==> config.mk <==
export PLATFORM = sky130hd
export DESIGN_NAME = n_bit_serial_subtractor
export DESIGN_NICKNAME = d
export VERILOG_FILES = /design/src/rtl/n_bit_pkg.sv /design/src/rtl/full_subtractor.sv /design/src/rtl/n_bit_serial_subtractor.sv
export SDC_FILE = /design/constraint.sdc
export NUM_CORES = 1
export LEC_CHECK = 0
export CORE_UTILIZATION = 45
export DETAILED_ROUTE_END_ITERATION = 16
export PLACE_DENSITY = 0.83
export SLEW_MARGIN = 20
export SYNTH_ARGS = -nofsm -noshare
export SYNTH_HDL_FRONTEND = slang
export SYNTH_HIERARCHICAL = 1
export SYNTH_SLANG_ARGS = --single-unit
==> constraint.sdc <==
create_clock -name clk -period 1.2 [get_ports clk]
set_input_delay 0.24 -clock clk [delete_from_list [all_inputs] [get_ports clk]]
set_output_delay 0.24 -clock clk [all_outputs]
set_load 0.03 [all_outputs]
==> src/rtl/n_bit_pkg.sv <==
// Shared constants and FSM state type for the bit-serial subtractor.
package n_bit_pkg;

    localparam int N_DEFAULT = 16;

    typedef enum logic [1:0] {
        IDLE,
        RUN,
        DONE
    } sub_state_t;

endpackage

==> src/rtl/full_subtractor.sv <==
// Combinational 1-bit full-subtractor cell: d = x - y - bi, bo = borrow out.
module full_subtractor (
    input  logic x,
    input  logic y,
    input  logic bi,
    output logic d,
    output logic bo
);

    assign d  = x ^ y ^ bi;
    assign bo = (~x & y) | (~(x ^ y) & bi);

endmodule

==> src/rtl/n_bit_serial_subtractor.sv <==
// Bit-serial N-bit subtractor, diff = a - b - bin, one bit per clock, valid/ready on both sides.
// Optional signed-overflow output enabled by defining SERIAL_SUB_OVF_EN.
module n_bit_serial_subtractor
    import n_bit_pkg::*;
#(
    parameter int N = N_DEFAULT
) (
    input  logic         clk,
    input  logic         rst,
    input  logic [N-1:0] a,
    input  logic [N-1:0] b,
    input  logic         bin,
    input  logic         in_valid,
    output logic         in_ready,
    output logic [N-1:0] diff,
    output logic         bout,
    output logic         out_valid,
    input  logic         out_ready
`ifdef SERIAL_SUB_OVF_EN
    ,
    output logic         ovf
`endif
);

    localparam int CNT_W = $clog2(N);

    sub_state_t     state;
    sub_state_t     state_nxt;
    logic [N-1:0]   a_sh;
    logic [N-1:0]   b_sh;
    logic [N-1:0]   diff_sh;
    logic [CNT_W-1:0] cnt;
    logic           borrow;
    logic           d_bit;
    logic           bo_bit;
    logic           last_bit;

    assign last_bit = (cnt == CNT_W'(N - 1));

    full_subtractor u_cell (
        .x  (a_sh[0]),
        .y  (b_sh[0]),
        .bi (borrow),
        .d  (d_bit),
        .bo (bo_bit)
    );

    // NOTE: sequential state uses non-blocking assignments so every flop samples pre-edge values.
    always_ff @(posedge clk) begin
        if (rst) state <= IDLE;
        else     state <= state_nxt;
    end

    // NOTE: default assignment first so no path through the case leaves state_nxt unassigned (no latch).
    always_comb begin
        state_nxt = state;
        case (state)
            IDLE:    if (in_valid)  state_nxt = RUN;
            RUN:     if (last_bit)  state_nxt = DONE;
            DONE:    if (out_ready) state_nxt = IDLE;
            default:                state_nxt = IDLE;
        endcase
    end

    always_comb begin
        in_ready  = (state == IDLE);
        out_valid = (state == DONE);
    end

    // Result shifts in from the MSB, so after N steps bit 0 sits at diff_sh[0].
    always_ff @(posedge clk) begin
        if (rst) begin
            a_sh    <= '0;
            b_sh    <= '0;
            diff_sh <= '0;
            cnt     <= '0;
            borrow  <= 1'b0;
        end else begin
            case (state)
                IDLE: begin
                    if (in_valid) begin
                        a_sh   <= a;
                        b_sh   <= b;
                        borrow <= bin;
                        cnt    <= '0;
                    end
                end
                RUN: begin
                    a_sh    <= a_sh >> 1;
                    b_sh    <= b_sh >> 1;
                    diff_sh <= {d_bit, diff_sh[N-1:1]};
                    borrow  <= bo_bit;
                    cnt     <= cnt + CNT_W'(1);
                end
                default: ;
            endcase
        end
    end

    assign diff = diff_sh;
    assign bout = borrow;

`ifdef SERIAL_SUB_OVF_EN
    logic a_msb;
    logic b_msb;

    always_ff @(posedge clk) begin
        if (rst) begin
            a_msb <= 1'b0;
            b_msb <= 1'b0;
        end else if (state == IDLE && in_valid) begin
            a_msb <= a[N-1];
            b_msb <= b[N-1];
        end
    end

    assign ovf = out_valid && (a_msb != b_msb) && (diff_sh[N-1] != a_msb);
`endif

endmodule

==> run_results.csv, run 1 <==
group,metric,value,unit
clock_tree,max-clock-path-buffers,2,
logic_synthesis,yosys_warnings,6,
power_and_ir_drop,power,4.31,mW
power_and_ir_drop,swShare,27.8,%
power_and_ir_drop,leakage,1.47,nW
floorplanning,die_h,76.1,µm
sta,fmax,0.725,GHz
logic_synthesis,synth.cell_area,2470,µm²
logic_synthesis,synthTopCellsByArea,"dfxtp_1 45%, a211oi_2 16%, nand2_1 10%",
detailed_routing,drt_iter0_markers,180,
placed_design,gp_congestion,0.745,
floorplanning,dieWidth,76.1,µm
critical_path,r2r_slack,-180,ps
global_route,grt_use_met2,39.7,%
logic_synthesis,yosys.area.top_type,"dfxtp_1",
global_route,busiest_layer,"met2",
sta,slew_viol_final,0,
critical_path,crit_type,"flip-flop to flip-flop",
placed_design,port_buffers,55,
detailed_routing,ant_nets,0,
finish,final_common_cell,"nand2_1",
global_route,grt_pass1_vias,2265,
clock_tree,cts_buffers,5,
detailed_routing,vias_per_cell,5.47,
logic_synthesis,synthSimpleGateAreaFrac,17.7,%
placed_design,place_inst,404,
finish,drive_above_1_share,38.6,%
logic_synthesis,synth_fa_ha_area_share,1.32,%
clock_tree,htree_levels,2,
sta,period_share,115,%
floorplanning,io-pin-count,56,
detailed_routing,drc,0,
logic_synthesis,synth.top_cell.area_share,44.6,%
finish,n_fill_cell,388,
detailed_routing,vias,2325,
run,maxCapViolations,0,
power_and_ir_drop,clkPwrFrac,30.3,%
logic_synthesis,synthXorXnorAreaFrac,0,%
sta,finalWorstSetupSlack,-179,ps
global_route,use_met1,27.0,%
sta,slew_headroom,84.3,%
global_route,antenna_found_initial,0,
critical_path,critPathMaxFanout,6,
critical_path,worst_ep_arrival_time,1620,ps
finish,regArea,1110,µm²
detailed_routing,wl_per_cell,16.9,µm
logic_synthesis,synth_mux_area_share,0,%
run_status,outcome,"finished with violations",
placed_design,dp_hpwl,3670,µm
finish,multi_input_area,1390,µm²
power_and_ir_drop,pwr-share-seq,47.0,%
sta,rsz0062_at_grt,"yes",
sta,setup_viol,53,
sta,finalClockSkew,4.39,ps
sta,hold_viol_final,0,
floorplanning,dieArea,5790,µm²
logic_synthesis,synth-compound-area-share,29.0,%
power_and_ir_drop,ir_drop,846,µV
power_and_ir_drop,p_switching,1.20,mW
logic_synthesis,ys_ff_latch,55,
power_and_ir_drop,combPwrFrac,22.8,%
clock_tree,cts_tree,"built",
run_status,failed_checks,"negative setup slack",
finish,synthToLayoutAreaGrowth,50.6,%
global_route,grt_pass1_wl,10500,µm
critical_path,crit_path_start_kind,"flip-flop",
logic_synthesis,ys_seq_area_share,44.6,%
logic_synthesis,syn_avg_cell_area,8.67,µm²
sta,worst_hold_slack,319,ps
finish,instances_no_fill,425,
worst_hold_path,min_path_type,"input pin to flip-flop",
finish,nets,393,
clock_tree,clk_pin_slew,100,ps
sta,fin_crit,1380,ps
logic_synthesis,syn_nets,324,
detailed_routing,drt_first_pass_iters,4,
sta,worstMarginPinSlew,236,ps
global_route,grtUsageTotal,22.8,%
critical_path,crit_path_end_kind,"flip-flop",
finish,mostFrequentLayoutCells,"62 x nand2_1, 50 x dfxtp_1, 36 x nor2_1",
global_route,grt_max_degree,39,
clock_tree,cts_root_buf,"clkbuf_8",
power_and_ir_drop,cell_internal_pwr,3.11,mW
floorplanning,core,5200,µm²
clock_tree,clk_latency,320,ps
logic_synthesis,synth_cell_type_count,28,
global_route,gr-total-overflow,0,
logic_synthesis,syn-instance-count,285,
detailed_routing,drt_wl_total,7180,µm
logic_synthesis,synth_top_family_by_area,"compound AO/OA/AOI/OAI gates",
clock_tree,cts.sink_count,55,
finish,antenna_cells,0,
critical_path,worstPathRequired,1440,ps
floorplanning,rows,26,
global_route,use_met3,4.91,%
power_and_ir_drop,p_per_area,1160,nW/µm²
floorplanning,initial_core_util,47.5,%
## Yosys cell counts, drive strengths merged
library cell	n
o211a	1
a311oi	1
a2bb2oi	1
clkbuf	4
fa	1
nand2	66
nor2b	1
inv	4
a31oi	1
and2b	1
a21oi	47
nand4	1
nand2b	1
nand3	2
ha	1
buf	21
or3	1
nor2	38
a211oi	31
dfxtp	55
nor3	1
a22oi	1
o21ba	1
o21bai	1
a32oi	2
## per-layer routing
metal	vias up	share of wire, %
li1	1107	-
met1	1102	41
met2	92	51
met3	24	5.1
met4	0	2.6
met5	-	0
## registers in the layout (all words and copies together), names as in the netlist
register,cells
a_sh,16
b_sh,16
diff,16
cnt,4
state,2
bout,1
## metrics by stage
step | setup WS, ps | area, µm² | util [%] | TNS (ps)
floorplan | -29.0 | 2470 | - | -714
global placement | -302 | 3110 | 59.8 | -10500
detailed placement | -343 | 3110 | 59.8 | -11840
CTS | -133 | 3460 | 66.5 | -5630
global route | -210 | 3720 | 71.5 | -8310
finish | -179 | 3720 | 71.5 | -5730
## worst paths after layout
check | endpoint | startpoint | cells after the start
max | b_sh[9] | state[1] | 6
min | a_sh[8] | rst | 3
max reg2reg | b_sh[9] | state[1] | 6
min reg2reg | diff[0] | diff[0] | 2
## what timing repair did
| action | CTS | global route |
|---|---|---|
| gates cloned | 4 | 3 |
| setup endpoints to repair | 51 | 56 |
| hold buffers | 0 | 0 |
| setup buffers | 6 | 1 |
| resized for setup | 24 | 46 |
| pin swaps | 2 | 41 |
## cell type report
class,count,area share [%]
Timing Repair Buffer,87,27.0
Tap cell,70,2.35
Multi-Input combinational cell,201,37.2
Clock buffer,6,2.22
Clock inverter,2,0.941
Sequential cell,55,29.8
Inverter,4,0.403
## power by group through the flow
stage                     Sequential [mW]  Combinational [mW]  Clock [mW]
after global routing                 2.03                1.04        1.41
after floorplan                      2.04               0.454           0
final                                2.02               0.980        1.30
after CTS                            2.00               0.840        1.30
after detailed placement             2.04               0.721           0
after global placement               2.04               0.700           0
## critical path, stage by stage, from the launching register on
cell and delay, ps:
dfxtp_2 340, buf_6 110, and2b_4 280, buf_12 120, buf_6 120, a21oi_1 100
a211oi_2 230
## cell families after synthesis
| group | Yosys count |
|---|---|
| DFF | 55 |
| AOI/OAI and AO/OA | 87 |
| buffers and inverters | 29 |
| adders and majority gates | 2 |
| and+or+nand+nor | 112 |
Power figures use the tool's default switching activity.
==> inputs of run 2 (changes only) <==
==> constraint.sdc (replaced) <==
create_clock -name clk -period 1.2 [get_ports clk]
set_input_delay 0.3 -clock clk [delete_from_list [all_inputs] [get_ports clk]]
set_output_delay 0.3 -clock clk [all_outputs]
set_load 0.03 [all_outputs]
==> run 2 against run 1 <==
Effect of this change:
- the flow still finishes with violations (negative setup slack)
- power grew 0.86%
- final cell count grew 0.47%
- count of clock-buffer cells in the layout did not move
- via count increased by 1.0%
- critical endpoint is now a_sh[14]
==> run_results.csv, run 2 (synthesis results as in run 1) <==
group,metric,value,unit
sta,slew_viol_final,0,
sta,rsz0062_at_grt,"yes",
power_and_ir_drop,leakage,1.61,nW
sta,period_share,120,%
detailed_routing,drc,0,
finish,synthToLayoutAreaGrowth,57.1,%
sta,worstMarginPinSlew,262,ps
critical_path,crit_path_start_kind,"flip-flop",
floorplanning,rows,26,
detailed_routing,drt_wl_total,7030,µm
finish,antenna_cells,0,
power_and_ir_drop,power,4.34,mW
detailed_routing,wl_per_cell,16.5,µm
power_and_ir_drop,combPwrFrac,23.3,%
detailed_routing,drt_iter0_markers,174,
critical_path,crit_path_max_incr_delay,370,ps
critical_path,critPathMaxFanout,8,
worst_hold_path,min_from,"rst",
power_and_ir_drop,swShare,28.1,%
clock_tree,cts_root_buf,"clkbuf_8",
floorplanning,die_h,76.1,µm
detailed_routing,drt_first_pass_iters,4,
clock_tree,htree_levels,2,
sta,fmax,0.692,GHz
critical_path,cp_slowest_cell,"dfxtp_4",
floorplanning,io-pin-count,56,
sta,finalClockSkew,6.21,ps
finish,fin_util,74.6,%
critical_path,r2r_start,"state[0]",
worst_hold_path,holdPathStages,3,
sta,worst_hold_slack,378,ps
power_and_ir_drop,p_per_area,1120,nW/µm²
finish,nets,395,
floorplanning,dieWidth,76.1,µm
critical_path,worst_ep_arrival_time,1680,ps
critical_path,crit_top_cell,"buf_6",
critical_path,path_cells,"buf_6 > buf_6 > o21bai_4 > buf_12 > a21oi_2 > a211oi_2",
global_route,grtUsageTotal,22.7,%
sta,fin_crit,1440,ps
sta,finalWorstSetupSlack,-245,ps
critical_path,crit_type,"flip-flop to flip-flop",
finish,final_common_cell,"nand2_1",
critical_path,worstPathRequired,1440,ps
floorplanning,dieArea,5790,µm²
placed_design,port_buffers,55,
finish,drive_above_1_share,46.2,%
power_and_ir_drop,p_switching,1.22,mW
global_route,grt_pass1_vias,2217,
sta,hold_viol_final,0,
finish,mostFrequentLayoutCells,"52 x nand2_1, 39 x dfxtp_1, 36 x nor2_1",
run_status,failed_checks,"negative setup slack",
power_and_ir_drop,ir_drop,815,µV
floorplanning,initial_core_util,47.5,%
sta,setup_viol,55,
detailed_routing,vias_per_cell,5.50,
critical_path,r2r-end,"a_sh[14]",
placed_design,gp_congestion,0.745,
placed_design,dp_hpwl,3670,µm
sta,fin_tns_setup,-8750,ps
power_and_ir_drop,clkPwrFrac,30.0,%
worst_hold_path,whs_endpoint,"a_sh[8]",
run,maxCapViolations,0,
clock_tree,cts_buffers,5,
sta,slew_headroom,82.5,%
clock_tree,clk_pin_slew,100,ps
run_status,outcome,"finished with violations",
critical_path,r2r_slack,-240,ps
global_route,antenna_found_initial,0,
global_route,grt_max_degree,39,
detailed_routing,vias,2349,
clock_tree,max-clock-path-buffers,2,
clock_tree,cts.sink_count,55,
finish,n_fill_cell,348,
clock_tree,clk_latency,320,ps
detailed_routing,ant_nets,0,
global_route,grt_pass1_wl,10500,µm
power_and_ir_drop,pwr-share-seq,46.7,%
floorplanning,core,5200,µm²
global_route,gr-total-overflow,0,
worst_hold_path,min_path_type,"input pin to flip-flop",
clock_tree,cts_tree,"built",
power_and_ir_drop,cell_internal_pwr,3.12,mW
critical_path,crit_path_end_kind,"flip-flop",
clock_tree,cts_hold_buf,0,
critical_path,r2r_cells,6,
==> run 2: worst max-delay path: cells and delay by family, from the launching register on <==
kind	cells	cell delay, ps
buffers and inverters	3	420
AOI/OAI and AO/OA	3	570
DFF	1	370
==> run 2: layout make-up <==
cell class / count / area (µm²) / share of cell area [%]
clock buffer: 6 / 82.6 / 2.13
clock inverter: 2 / 35.0 / 0.902
inverter: 4 / 15.0 / 0.387
multi-input combinational: 201 / 1520 / 39.1
sequential: 55 / 1120 / 28.9
tap: 70 / 87.6 / 2.26
timing repair buffer: 89 / 1020 / 26.3
==> run 2: metrics by stage <==
stage	setup WS, ps	cells	area [µm²]
final	-245	427	3880
after global placement	-362	404	3110
after floorplan	-29.0	285	2470
after global routing	-286	427	3880
after detailed placement	-403	404	3110
after CTS	-151	423	3580
==> run 2: power groups by stage <==
stage          logic (mW)  registers [mW]  clock network (mW)
5_1_grt              1.08            2.04                1.40
2_1_floorplan       0.454            2.04                   0
3_5_place_dp        0.721            2.04                   0
4_1_cts             0.890            2.01                1.30
6_report             1.01            2.03                1.30
3_3_place_gp        0.700            2.04                   0
==> run 2: worst max-delay path by stage <==
stage	start	end	slack, ps	cells after the start
after floorplan	state[0]	bout	-30	6
after global placement	in_valid	b_sh[8]	-360	6
after detailed placement	in_valid	b_sh[13]	-400	6
after CTS	state[1]	diff[3]	-150	6
after global routing	state[0]	a_sh[14]	-290	6
final	state[0]	a_sh[14]	-240	6
==> run 2: timing repair <==
item                       in CTS  in global routing
resized for setup              49                 70
setup endpoints to repair      52                 60
cloned                          4                  3
buffers inserted                8                  4
pin swaps                      28                 37
==> run 2: metal layers <==
metal	global-route usage (%)	share of wire, %	vias up
met2	37.4	49	88
li1	-	-	1111
met3	5.03	5.3	17
met5	0	0	-
met1	29.0	43	1133
met4	9.04	2.5	0
==> inputs of run 3 (changes only) <==
Settings changed: CORE_UTILIZATION 45 to 50, PLACE_DENSITY 0.83 to 0.87.
Clock period 1.2 ns to 1.4 ns, I/O delays scaled along.
==> run 3 against run 2 <==
Effect of this change:
- the flow now finishes without violations
- final cell count down 4.2%
- via count down 9.3%
- highest routed layer unchanged
- wire length down 23%
- sequential share of layout area up 5.0 points
- worst setup slack better by 280 ps
- die area down 9.7%
- hold slack better by 88 ps
- non-clock buffer count down 15
==> run_results.csv, run 3 (synthesis results as in run 1) <==
group,metric,value,unit
run_status,outcome,"finished clean",
finish,antenna_cells,0,
clock_tree,cts_tree,"built",
sta,hold_viol_final,0,
global_route,antenna_found_initial,0,
clock_tree,clk_latency,310,ps
detailed_routing,drc,0,
critical_path,critPathMaxFanout,2,
critical_path,path_delay_family,"buffers and inverters",
detailed_routing,wl_per_cell,13.3,µm
run,maxCapViolations,0,
sta,setup_viol,0,
sta,slew_viol_final,0,
sta,worstMarginPinSlew,311,ps
clock_tree,htree_levels,2,
clock_tree,cts_hold_buf,0,
sta,worst_hold_slack,467,ps
finish,final_common_cell,"nand2_1",
finish,fin_util,68.6,%
detailed_routing,ant_nets,0,
global_route,gr-total-overflow,0,
critical_path,path_cells,"clkdlybuf4s15_1",
critical_path,worstPathRequired,1050,ps
floorplanning,core,4750,µm²
placed_design,dp_hpwl,3400,µm
sta,finalClockSkew,7.34,ps
floorplanning,rows,25,
sta,fin_crit,1360,ps
sta,fmax,0.735,GHz
global_route,grt_max_degree,56,
critical_path,crit_path_max_incr_delay,370,ps
critical_path,crit_path_start_kind,"flip-flop",
finish,multi_input_area,1210,µm²
power_and_ir_drop,ir_drop,626,µV
finish,n_fill_cell,401,
sta,rsz0062_at_grt,"yes",
clock_tree,cts_root_buf,"clkbuf_8",
detailed_routing,drt_iter0_markers,80,
critical_path,crit_path_end_kind,"primary output",
clock_tree,clk_pin_slew,90,ps
critical_path,path_buf_inv,1,
power_and_ir_drop,p_per_area,1050,nW/µm²
clock_tree,max-clock-path-buffers,2,
finish,synthToLayoutAreaGrowth,32.1,%
worst_hold_path,min_path_type,"flip-flop to flip-flop",
sta,slew_headroom,79.3,%
finish,regArea,1110,µm²
detailed_routing,vias,2131,
clock_tree,cts.sink_count,55,
placed_design,place_inst,399,
detailed_routing,drt_first_pass_iters,4,
critical_path,cp_slowest_cell,"clkdlybuf4s15_1",
placed_design,port_buffers,55,
critical_path,worst_ep_arrival_time,1010,ps
global_route,grtUsageTotal,20.7,%
power_and_ir_drop,power,3.42,mW
finish,nets,380,
critical_path,crit_type,"flip-flop to primary output",
global_route,grt_pass1_wl,8540,µm
finish,instances_no_fill,409,
global_route,grt_pass1_vias,2028,
placed_design,gp_congestion,0.761,
power_and_ir_drop,leakage,1.28,nW
clock_tree,cts_buffers,5,
detailed_routing,drt_wl_total,5440,µm
detailed_routing,vias_per_cell,5.21,
floorplanning,dieArea,5230,µm²
finish,mostFrequentLayoutCells,"66 x nand2_1, 53 x dfxtp_1, 46 x a21oi_1",
floorplanning,io-pin-count,56,
finish,drive_above_1_share,24.9,%
sta,period_share,97.2,%
floorplanning,initial_core_util,52.0,%
floorplanning,die_h,72.3,µm
floorplanning,dieWidth,72.3,µm
-- run 3: worst paths after layout --
kind,startpoint,endpoint,slack [ps],cells past startpoint
worst min register to register,diff[0],diff[0],470,2
worst max-delay path,diff[0],diff[0],40,1
worst max register to register,state[0],a_sh[14],60,5
worst min-delay path,diff[0],diff[0],470,2
-- run 3: timing repair --
action | 4_1_cts | 5_1_grt
setup endpoints to repair | 18 | 22
pin swaps | 0 | 0
cloned | 0 | 2
resized for setup | 43 | 14
setup buffers | 1 | 0
endpoints found under the hold margin | 0 | 0
-- run 3: layer usage --
metal / vias to the layer above / part of all wire, % / global-route usage (%)
met5: - / 0 / 0
met4: 0 / 2.1 / 5.45
met3: 11 / 4.2 / 4.58
met2: 65 / 50 / 38.6
met1: 975 / 44 / 23.6
li1: 1080 / - / -
-- run 3: final cells by class --
| class | count | share of cell area (%) |
|---|---|---|
| multi-input combinational | 201 | 37.0 |
| sequential | 55 | 33.9 |
| timing repair buffer | 74 | 22.5 |
| tap | 67 | 2.57 |
| clock buffer | 6 | 2.53 |
| clock inverter | 2 | 1.07 |
| inverter | 4 | 0.460 |
-- run 3: where the power goes --
group	internal [mW]	leakage [nW]	switching [mW]
Clock	0.579	0.0612	0.495
Combinational	0.303	0.765	0.325
Sequential	1.66	0.453	0.0565
-- run 3: tightest hold or removal path: stages, from the launching register on --
cell and delay (ps):
dfxtp_1 320, nand2_1 50, a21oi_1 50
-- run 3: per-stage QoR --
step	setup WS (ps)	setup TNS, ps	cell area [µm²]
2_1_floorplan	79.4	0	2470
3_3_place_gp	-210	-6910	3110
3_5_place_dp	-246	-7630	3110
4_1_cts	0.765	0	3250
5_1_grt	-11.8	-35.1	3260
6_report	39.8	0	3260
